File: config.mk
export PLATFORM = sky130hd
export DESIGN_NAME = rtc_bus_ctrl
export DESIGN_NICKNAME = d
export VERILOG_FILES = /design/src/rtl/rtc_bus_pkg.sv /design/src/rtl/rtc_bus_ctrl_timer.sv /design/src/rtl/rtc_bus_ctrl.sv
export SDC_FILE = /design/constraint.sdc
export NUM_CORES = 1
export LEC_CHECK = 0
export ABC_CLOCK_PERIOD_IN_PS = 4800
export CAP_MARGIN = 5
export CORE_ASPECT_RATIO = 1.1
export CORE_MARGIN = 3
export CORE_UTILIZATION = 40
export DETAILED_ROUTE_END_ITERATION = 8
export GPL_TIMING_DRIVEN = 1
export PLACE_DENSITY = 0.65
export RECOVER_POWER = 25
export SYNTH_ARGS = -nofsm -noshare
export SYNTH_HDL_FRONTEND = slang
export SYNTH_HIERARCHICAL = 1
export SYNTH_SLANG_ARGS = --single-unit
File: constraint.sdc
create_clock -name clk -period 4.8 [get_ports clk]
set_input_delay 0.48 -clock clk [delete_from_list [all_inputs] [get_ports clk]]
set_output_delay 0.48 -clock clk [all_outputs]
set_load 0.1 [all_outputs]
File: src/rtl/rtc_bus_pkg.sv
// Shared definitions for the RTC bus transaction engine.
//   state_t     : transaction phases, in the order they are walked
//   DEF_*_CYC   : default phase lengths in clock cycles
//   STROBE_IDLE : {ChipSelect, Read, Write} with every strobe inactive
//   bus_ctl()   : bus control levels that belong to a given phase
package rtc_bus_pkg;

  typedef enum logic [3:0] {
    IDLE,
    A_SETUP,
    A_PULSE,
    A_HOLD,
    A_GAP,
    D_SETUP,
    D_PULSE,
    D_HOLD,
    D_GAP
  } state_t;

  localparam int DEF_SETUP_CYC = 2;
  localparam int DEF_PULSE_CYC = 10;
  localparam int DEF_HOLD_CYC  = 2;
  localparam int DEF_GAP_CYC   = 4;

  // Bit order is {ChipSelect, Read, Write}; all strobes are active low.
  localparam logic [2:0] STROBE_IDLE = 3'b111;

  typedef struct packed {
    logic [2:0] strobes;  // {cs_n, rd_n, wr_n}
    logic       aod;      // 0 = address phase, 1 = data phase
    logic       oe;       // drive the shared bus
  } bus_ctl_t;

  // The address is always latched by the Write strobe, even for reads.
  // In the data phase the bus is only driven for writes.
  function automatic bus_ctl_t bus_ctl(state_t s, logic is_wr);
    bus_ctl_t c;
    c.strobes = STROBE_IDLE;
    c.aod     = 1'b1;
    c.oe      = 1'b0;
    case (s)
      A_SETUP, A_HOLD: begin
        c.strobes = 3'b011;
        c.aod     = 1'b0;
        c.oe      = 1'b1;
      end
      A_PULSE: begin
        c.strobes = 3'b010;
        c.aod     = 1'b0;
        c.oe      = 1'b1;
      end
      D_SETUP, D_HOLD: begin
        c.strobes = 3'b011;
        c.oe      = is_wr;
      end
      D_PULSE: begin
        c.strobes = is_wr ? 3'b010 : 3'b001;
        c.oe      = is_wr;
      end
      default: ;  // IDLE and both gaps: chip deselected, bus released
    endcase
    return c;
  endfunction

endpackage

File: src/rtl/rtc_bus_ctrl_timer.sv
// rtc_phase_timer: loadable down-counter that times every bus phase.
//   clk      : system clock
//   Reset    : synchronous active-high reset (count cleared)
//   load     : load load_val this cycle (phase entry)
//   load_val : phase length minus one
//   expired  : count has reached zero (last cycle of the phase)
module rtc_phase_timer
  import rtc_bus_pkg::*;
#(
  parameter int W = 4
) (
  input  logic         clk,
  input  logic         Reset,
  input  logic         load,
  input  logic [W-1:0] load_val,
  output logic         expired
);

  logic [W-1:0] count_reg;

  // Counter parks at zero, so a phase of length one is expired on entry.
  always_ff @(posedge clk) begin
    if (Reset) begin
      count_reg <= '0;
    end else if (load) begin
      count_reg <= load_val;
    end else if (count_reg != '0) begin
      count_reg <= count_reg - W'(1);
    end
  end

  assign expired = (count_reg == '0);

endmodule

File: src/rtl/rtc_bus_ctrl.sv
// rtc_bus_ctrl: one-at-a-time read/write engine for the RTC chip's
// multiplexed address/data bus.
//   clk, Reset             : clock, synchronous active-high reset
//   req, wr, addr, wdata   : request and its parameters (captured in IDLE)
//   busy, done, rdata      : status, completion pulse, last read value
//   ChipSelect/Read/Write  : active-low chip strobes
//   AoD                    : 0 = address phase, 1 = data phase
//   ad_out, ad_oe, ad_in   : bidirectional pad split into drive/enable/sense
// Every output comes straight from a flop; output levels are derived from
// the next state so they line up with the state register.
module rtc_bus_ctrl
  import rtc_bus_pkg::*;
#(
  parameter int SETUP_CYC = DEF_SETUP_CYC,
  parameter int PULSE_CYC = DEF_PULSE_CYC,
  parameter int HOLD_CYC  = DEF_HOLD_CYC,
  parameter int GAP_CYC   = DEF_GAP_CYC
) (
  input  logic       clk,
  input  logic       Reset,
  input  logic       req,
  input  logic       wr,
  input  logic [7:0] addr,
  input  logic [7:0] wdata,
  output logic       busy,
  output logic       done,
  output logic [7:0] rdata,
  output logic       ChipSelect,
  output logic       Read,
  output logic       Write,
  output logic       AoD,
  output logic [7:0] ad_out,
  output logic       ad_oe,
  input  logic [7:0] ad_in
);

  localparam int MAX_SP  = (SETUP_CYC > PULSE_CYC) ? SETUP_CYC : PULSE_CYC;
  localparam int MAX_HG  = (HOLD_CYC > GAP_CYC) ? HOLD_CYC : GAP_CYC;
  localparam int MAX_CYC = (MAX_SP > MAX_HG) ? MAX_SP : MAX_HG;
  localparam int TW      = $clog2(MAX_CYC) + 1;

  state_t         state_reg, state_next;
  logic           wr_reg;
  logic [7:0]     wdata_reg;
  logic           tmr_load, tmr_expired;
  logic [TW-1:0]  tmr_val;
  bus_ctl_t       ctl_next;

  function automatic logic [TW-1:0] phase_len(state_t s);
    case (s)
      A_SETUP, D_SETUP: phase_len = TW'(SETUP_CYC - 1);
      A_PULSE, D_PULSE: phase_len = TW'(PULSE_CYC - 1);
      A_HOLD,  D_HOLD:  phase_len = TW'(HOLD_CYC - 1);
      A_GAP,   D_GAP:   phase_len = TW'(GAP_CYC - 1);
      default:          phase_len = '0;
    endcase
  endfunction

  rtc_phase_timer #(.W(TW)) u_timer (
    .clk      (clk),
    .Reset    (Reset),
    .load     (tmr_load),
    .load_val (tmr_val),
    .expired  (tmr_expired)
  );

  always_comb begin
    state_next = state_reg;
    case (state_reg)
      IDLE:    if (req)         state_next = A_SETUP;
      A_SETUP: if (tmr_expired) state_next = A_PULSE;
      A_PULSE: if (tmr_expired) state_next = A_HOLD;
      A_HOLD:  if (tmr_expired) state_next = A_GAP;
      A_GAP:   if (tmr_expired) state_next = D_SETUP;
      D_SETUP: if (tmr_expired) state_next = D_PULSE;
      D_PULSE: if (tmr_expired) state_next = D_HOLD;
      D_HOLD:  if (tmr_expired) state_next = D_GAP;
      D_GAP:   if (tmr_expired) state_next = IDLE;
      default:                  state_next = IDLE;
    endcase

    // No state loops onto itself, so any change is a phase entry.
    tmr_load = (state_next != state_reg) && (state_next != IDLE);
    tmr_val  = phase_len(state_next);

    // wr_reg is stale on the acceptance edge, but the address phase
    // levels do not depend on it.
    ctl_next = bus_ctl(state_next, wr_reg);
  end

  always_ff @(posedge clk) begin
    if (Reset) begin
      state_reg  <= IDLE;
      wr_reg     <= 1'b0;
      wdata_reg  <= '0;
      ChipSelect <= STROBE_IDLE[2];
      Read       <= STROBE_IDLE[1];
      Write      <= STROBE_IDLE[0];
      AoD        <= 1'b1;
      ad_oe      <= 1'b0;
      ad_out     <= '0;
      busy       <= 1'b0;
      done       <= 1'b0;
      rdata      <= '0;
    end else begin
      state_reg                 <= state_next;
      {ChipSelect, Read, Write} <= ctl_next.strobes;
      AoD                       <= ctl_next.aod;
      ad_oe                     <= ctl_next.oe;
      busy                      <= (state_next != IDLE);
      done                      <= (state_reg == D_GAP) && (state_next == IDLE);

      // Bus value only moves together with CS falling, never under a strobe.
      if (state_reg == IDLE && req) begin
        wr_reg    <= wr;
        wdata_reg <= wdata;
        ad_out    <= addr;
      end
      if (state_reg == A_GAP && state_next == D_SETUP) begin
        ad_out <= wdata_reg;
      end

      // Sample on the edge where Read rises: the chip has had the whole
      // pulse to drive the bus.
      if (state_reg == D_PULSE && state_next == D_HOLD && !wr_reg) begin
        rdata <= ad_in;
      end
    end
  end

endmodule

### Word-level counts from Yosys, hierarchy flattened

Memory sizes are Yosys's and may differ from the RTL's.
Index checks and enable logic that the tools add are counted.

* register bits: 41
* ROM bits: 48
* input bits: 28
* output and inout port bits: 23
* logic and storage cells: 65
* memories kept: 1

Memory list
* (name not given): depth 16, bits a word 3, read ports 1, clocked after Yosys merged registers in 0, wr ports 0, RTL line rtc_bus_ctrl.sv:50 `case (s)`

* add/sub/neg operators: 1
* equality and inequality tests: 15
* muxes and demuxes: 18
* reduce and logical (&&, ||, !) cells: 17

Operators by type and width (count)
* 4-bit 2-to-1 mux: 9
* 4-bit one-hot mux with 9 select lines: 1
* 4-bit by 3-bit == test with 1-bit output, second input constant: 7
* 4-bit by 2-bit == test with 1-bit output, second input constant: 4
* 8-bit 2-to-1 mux: 2
* 5-bit 2-to-1 mux: 2
* 3-bit one-hot mux with 3 select lines: 1
* 4-bit by 1-bit == test with 1-bit output, second input constant: 2
* 4-bit logical NOT: 2
* 1-bit logical AND: 6
* 3-bit OR reduction: 2
* 5-bit logical NOT: 1
* 5-bit nonzero test: 1
* 5-bit by 1-bit subtractor with 5-bit output, second input constant: 1
* 4-bit == test, second input constant: 1
* 4-bit inequality test: 1
* 2-bit nonzero test: 2
* 4-bit nonzero test: 1
* 4-bit OR reduction: 1
* 2-bit 2-to-1 mux: 1
* 1-bit one-hot mux with 2 select lines: 1
* 1-bit logical NOT: 1
* 1-bit 2-to-1 mux: 1

### Logic depth before layout (Yosys ltp)

* depth in word-level cells: 6
* mapped depth: 10

### Hierarchy

Netlist, hierarchy kept.

Modules (own cells, without submodules)
* rtc_bus_ctrl: times used 1, cells each 175, area an instance 1515.2 um^2, seq. area each 720.7 um^2
* rtc_phase_timer: times used 1, cells each 32, area an instance 287.8 um^2, seq. area each 100.1 um^2

### Worst setup path after synthesis

Ideal clock, no wire load.

* path kind: flip-flop to flip-flop
* start: reg u_timer.count_reg[0]
* end: reg u_timer.count_reg[1]
* setup time: 0.122 ns
* arrival time: 2.113 ns
* data required time: 4.678 ns
* setup slack: 2.565 ns
* cell stages (with the launch flop): 10
* path buffers: 1
* clock period less this slack: 2.235 ns
* cell sequence: dfxtp_1 -> inv_1 -> ha_1 -> nor4b_4 -> clkbuf_1 -> mux2i_1 -> nor2_1 -> inv_1 -> and4_2 -> a311o_1

* longest elaborated chain between the ends: 6
* elaborated cells on any way between the ends: 19

Ends and longest elaborated chain
* from (decl): RTL line rtc_bus_ctrl_timer.sv:19 `logic [W-1:0] count_reg;`
* from (signal assigned): RTL line rtc_bus_ctrl_timer.sv:26 `count_reg <= load_val;`
* from (signal assigned): RTL line rtc_bus_ctrl_timer.sv:28 `count_reg <= count_reg - W'(1);`
* 5-bit logical NOT *: RTL line rtc_bus_ctrl_timer.sv:32 `assign expired = (count_reg == '0);`
* via tmr_expired: RTL line rtc_bus_ctrl.sv:45 `logic tmr_load, tmr_expired;`
* 4-bit 2-to-1 mux, or another cell as far along: RTL line rtc_bus_ctrl.sv:78 `D_GAP: if (tmr_expired) state_next = IDLE;`
* 4-bit one-hot mux with 9 select lines *: RTL line rtc_bus_ctrl.sv:69 `case (state_reg)`
* 4-bit inequality test or 4-bit nonzero test (tied branches): RTL line rtc_bus_ctrl.sv:83 `tmr_load = (state_next != state_reg) && (state_next != IDLE);`
* 1-bit logical AND *: RTL line rtc_bus_ctrl.sv:83
* via tmr_load: RTL line rtc_bus_ctrl.sv:45
* 5-bit 2-to-1 mux or 2-bit nonzero test (tied branches)

Mark *: on every way through the listed nets, which the timed path passes. The rest lies on a longest branch. The select of a mux whose other input is x is not followed.
A chain may end at the register's enable or synchronous reset.

### Final worst setup path

* start: reg state_reg[1]
* end: reg ad_out[4]

* longest elaborated chain between the ends: 5
* elaborated cells on any way between the ends: 24

Ends and longest elaborated chain
* from (decl): RTL line rtc_bus_ctrl.sv:42 `state_t state_reg, state_next;`
* from (signal assigned): RTL line rtc_bus_ctrl.sv:106 `state_reg <= state_next;`
* 4-bit == test, or another cell as far along: RTL line rtc_bus_ctrl.sv:69
* 4-bit one-hot mux with 9 select lines: RTL line rtc_bus_ctrl.sv:69
* 4-bit by 3-bit == test with 1-bit output: RTL line rtc_bus_ctrl.sv:119 `if (state_reg == A_GAP && state_next == D_SETUP) begin`
* 1-bit logical AND: RTL line rtc_bus_ctrl.sv:119
* 8-bit 2-to-1 mux or 2-bit nonzero test (tied branches)
* to (signal assigned): RTL line rtc_bus_ctrl.sv:117 `ad_out <= addr;`
* to (signal assigned): RTL line rtc_bus_ctrl.sv:120 `ad_out <= wdata_reg;`
* to (decl): RTL line rtc_bus_ctrl.sv:32 `output logic [7:0] ad_out,`

Parallel ways exist; a longest one is shown, timed or not.

==> flow_summary.toml <==
[worst_setup_path]
r2r_start = "state_reg[1]"
crit_path_start_kind = "register"
cp_data_arrival_time_ps = 3170
r2r_cells = 4
crit_slowest_cell = "nor3b_1"
cp.buffers_inverters = 0
worst_setup_path_end_kind = "register"
cpLargestDelayFamily = "simple AND/OR/NAND/NOR gates"
crit_end = "ad_out[4]"
crit_required_ps = 4990
max_stage_delay_ps = 1530
worstReg2RegEnd = "ad_out[4]"
crit_path_start = "state_reg[1]"
cp.depth = 4
path_cells = "or3_1 -> nor3b_1 -> nand2_1 -> a311oi_1"
r2r_slack_ps = 1830
criticalPathCategory = "reg -> reg"
cp_max_fo = 17

[cts]
h-tree-depth = 2
cts_tree = "built"
clkLatencyLatePin_ps = 290
cts_buffers = 5
clkTransAtPathRegs_ps = 70
ctsHoldBuffers = 0
cts_setup_buffers = 0
clock_path_buffers = 2
cts.sinks = 41
cts_resized = 0
cts_root_buf = "clkbuf_8"

[final_layout]
layoutNonFillerInstCount = 301
syn_to_final_growth_pct = 30.7
final_net_count = 278
antenna_cells = 0
layout-drive-gt1-share = 0.0683

[routing]
route.detailed.drc = 0
first_pass_iters = 4
wl_per_cell_um = 12.7
drtAntennaViolNets = 0
via_count = 1520
viasPerCell = 5.05
initialDrtViolationCount = 77
routed_wirelength_um = 3830

[place]
dp_cells = 294
hpwl_um = 2610
routabilityCongestion = 0.873
pre_cts_ws_ps = 2220
portBuffers = 50

[pwr]
powerDensity_nw_per_um2 = 524
leakagePower_nw = 0.927
ir_drop_uv = 322
totalPowerFinal_mw = 1.23

[outcome]
violations = "max-capacitance violations, max-slew violations"
outcome = "complete, but fails checks"

[yosys]
synth_edf_count = 0
syn_area_um2 = 1800
yosysMostFrequentCell = "dfxtp_1"
seq_area_frac_synth = 0.455
synth_area_leaders = "dfxtp_1, nand2_1, mux2i_1"
synth.avg_cell_area_um2 = 8.71
yosysWarnings = 6
synth_top_cell_by_area = "dfxtp_1"
ys_ff_latch = 41
synth_top_area_share = 0.455
syn_inst = 207
async_flop_share = 0
synth_commonest_cells = "dfxtp_1, nand2_1, nor2_1, a21oi_1"
ys.flop_type = "dfxtp_1"
synth_cell_type_count = 44

[timing]
hold_violations = 0
tns_ps = 0
max_slew_margin = -0.284
skew_ps = 6.40
min_period_over_period = 0.619
setup_viol = 0
post-route-min-period_ps = 2970
worst_slack_ps = 1830
max_freq_mhz = 336
slew_violations = 18
rsz0062_at_grt = "no"
whs_ps = 457
worstMarginPinSlew_ps = 1920

[grt]
grt_pass1_wl_um = 6630
grt.overflow.total = 0
grt_usage = 0.151
grt_pass1_vias = 1419
antenna_found_initial = 0
grt_max_degree = 22

[die]
ioPinCount = 51
start_util = 0.435
core_area_um2 = 4140
core.rowCount = 24
die_h_um = 76.4
dieArea_um2 = 5350
dieWidth_um = 70.0

[min_path]
hold_class = "reg -> reg"

[flow_run]
maxCapViolations = 1
where the power goes:
part           internal, mW  switching, mW  leakage (nW)  total, mW
Combinational         0.180          0.376         0.548      0.556
Clock                 0.114          0.112        0.0433      0.225
Sequential            0.403         0.0496         0.336      0.453
metal layers:
layer / routed length (um) / global-route usage / vias to the layer above
met5: 0 / 0 / -
met4: 31 / 0.0345 / 0
met3: 237 / 0.0567 / 5
met2: 1740 / 0.237 / 43
met1: 1820 / 0.197 / 688
li1: - / - / 784
worst min path at each step:
stage	to	cells past startpoint	startpoint	slack (ps)
floorplan	wdata_reg[0]	2	wdata_reg[0]	440
global placement	wdata_reg[2]	2	wdata_reg[2]	440
detailed placement	wdata_reg[6]	2	wdata_reg[6]	450
CTS	wdata_reg[6]	2	wdata_reg[6]	460
global route	wdata_reg[2]	2	wdata_reg[2]	470
finish	wdata_reg[2]	2	wdata_reg[2]	460
area by class of cell:
cell class | instances | area (um^2)
multi-input combinational | 141 | 838
inverter | 9 | 33.8
clock buffer | 6 | 82.6
sequential | 41 | 821
tap | 52 | 65.1
timing repair buffer | 51 | 508
fill | 412 | 1790
clock inverter | 1 | 7.51
metrics by stage:
step | instance area [um^2] | utilization
finish | 2360 | 0.569
global route | 2360 | 0.569
CTS | 2370 | 0.572
detailed placement | 2280 | 0.551
global placement | 2280 | 0.551
floorplan | 1810 | -
tightest hold or removal path, cell delays in order, from the launching register on:
cell     delay (ps)
dfxtp_1         310
nand2_1          50
a21oi_1          50
placed cells by master, fill, tap and decap left out, drive strengths merged, types with 2 or more instances in the layout:
cell	n
dlygate4sd3	3
a21oi	14
nor2	23
nand3b	2
clkbuf	6
o21ai	3
nand3	2
nand2b	2
xnor2	3
dfxtp	41
nor3	6
or3	4
inv	9
nand2	39
a311oi	9
clkdlybuf4s50	47
or3b	3
mux2i	9
conb	2
nor4b	2
o211ai	2
cell families after synthesis:
| family | Yosys count | synth area share |
|---|---|---|
| other | 1 | 0.00208 |
| AOI/OAI and AO/OA | 35 | 0.136 |
| DFF | 41 | 0.455 |
| adders and majority gates | 1 | 0.00694 |
| xor gates and xnor gates | 3 | 0.0146 |
| and+or+nand+nor | 90 | 0.256 |
| muxes | 10 | 0.0562 |
| buffers and inverters | 26 | 0.0729 |
No activity file was read; power rests on OpenSTA's default activity.
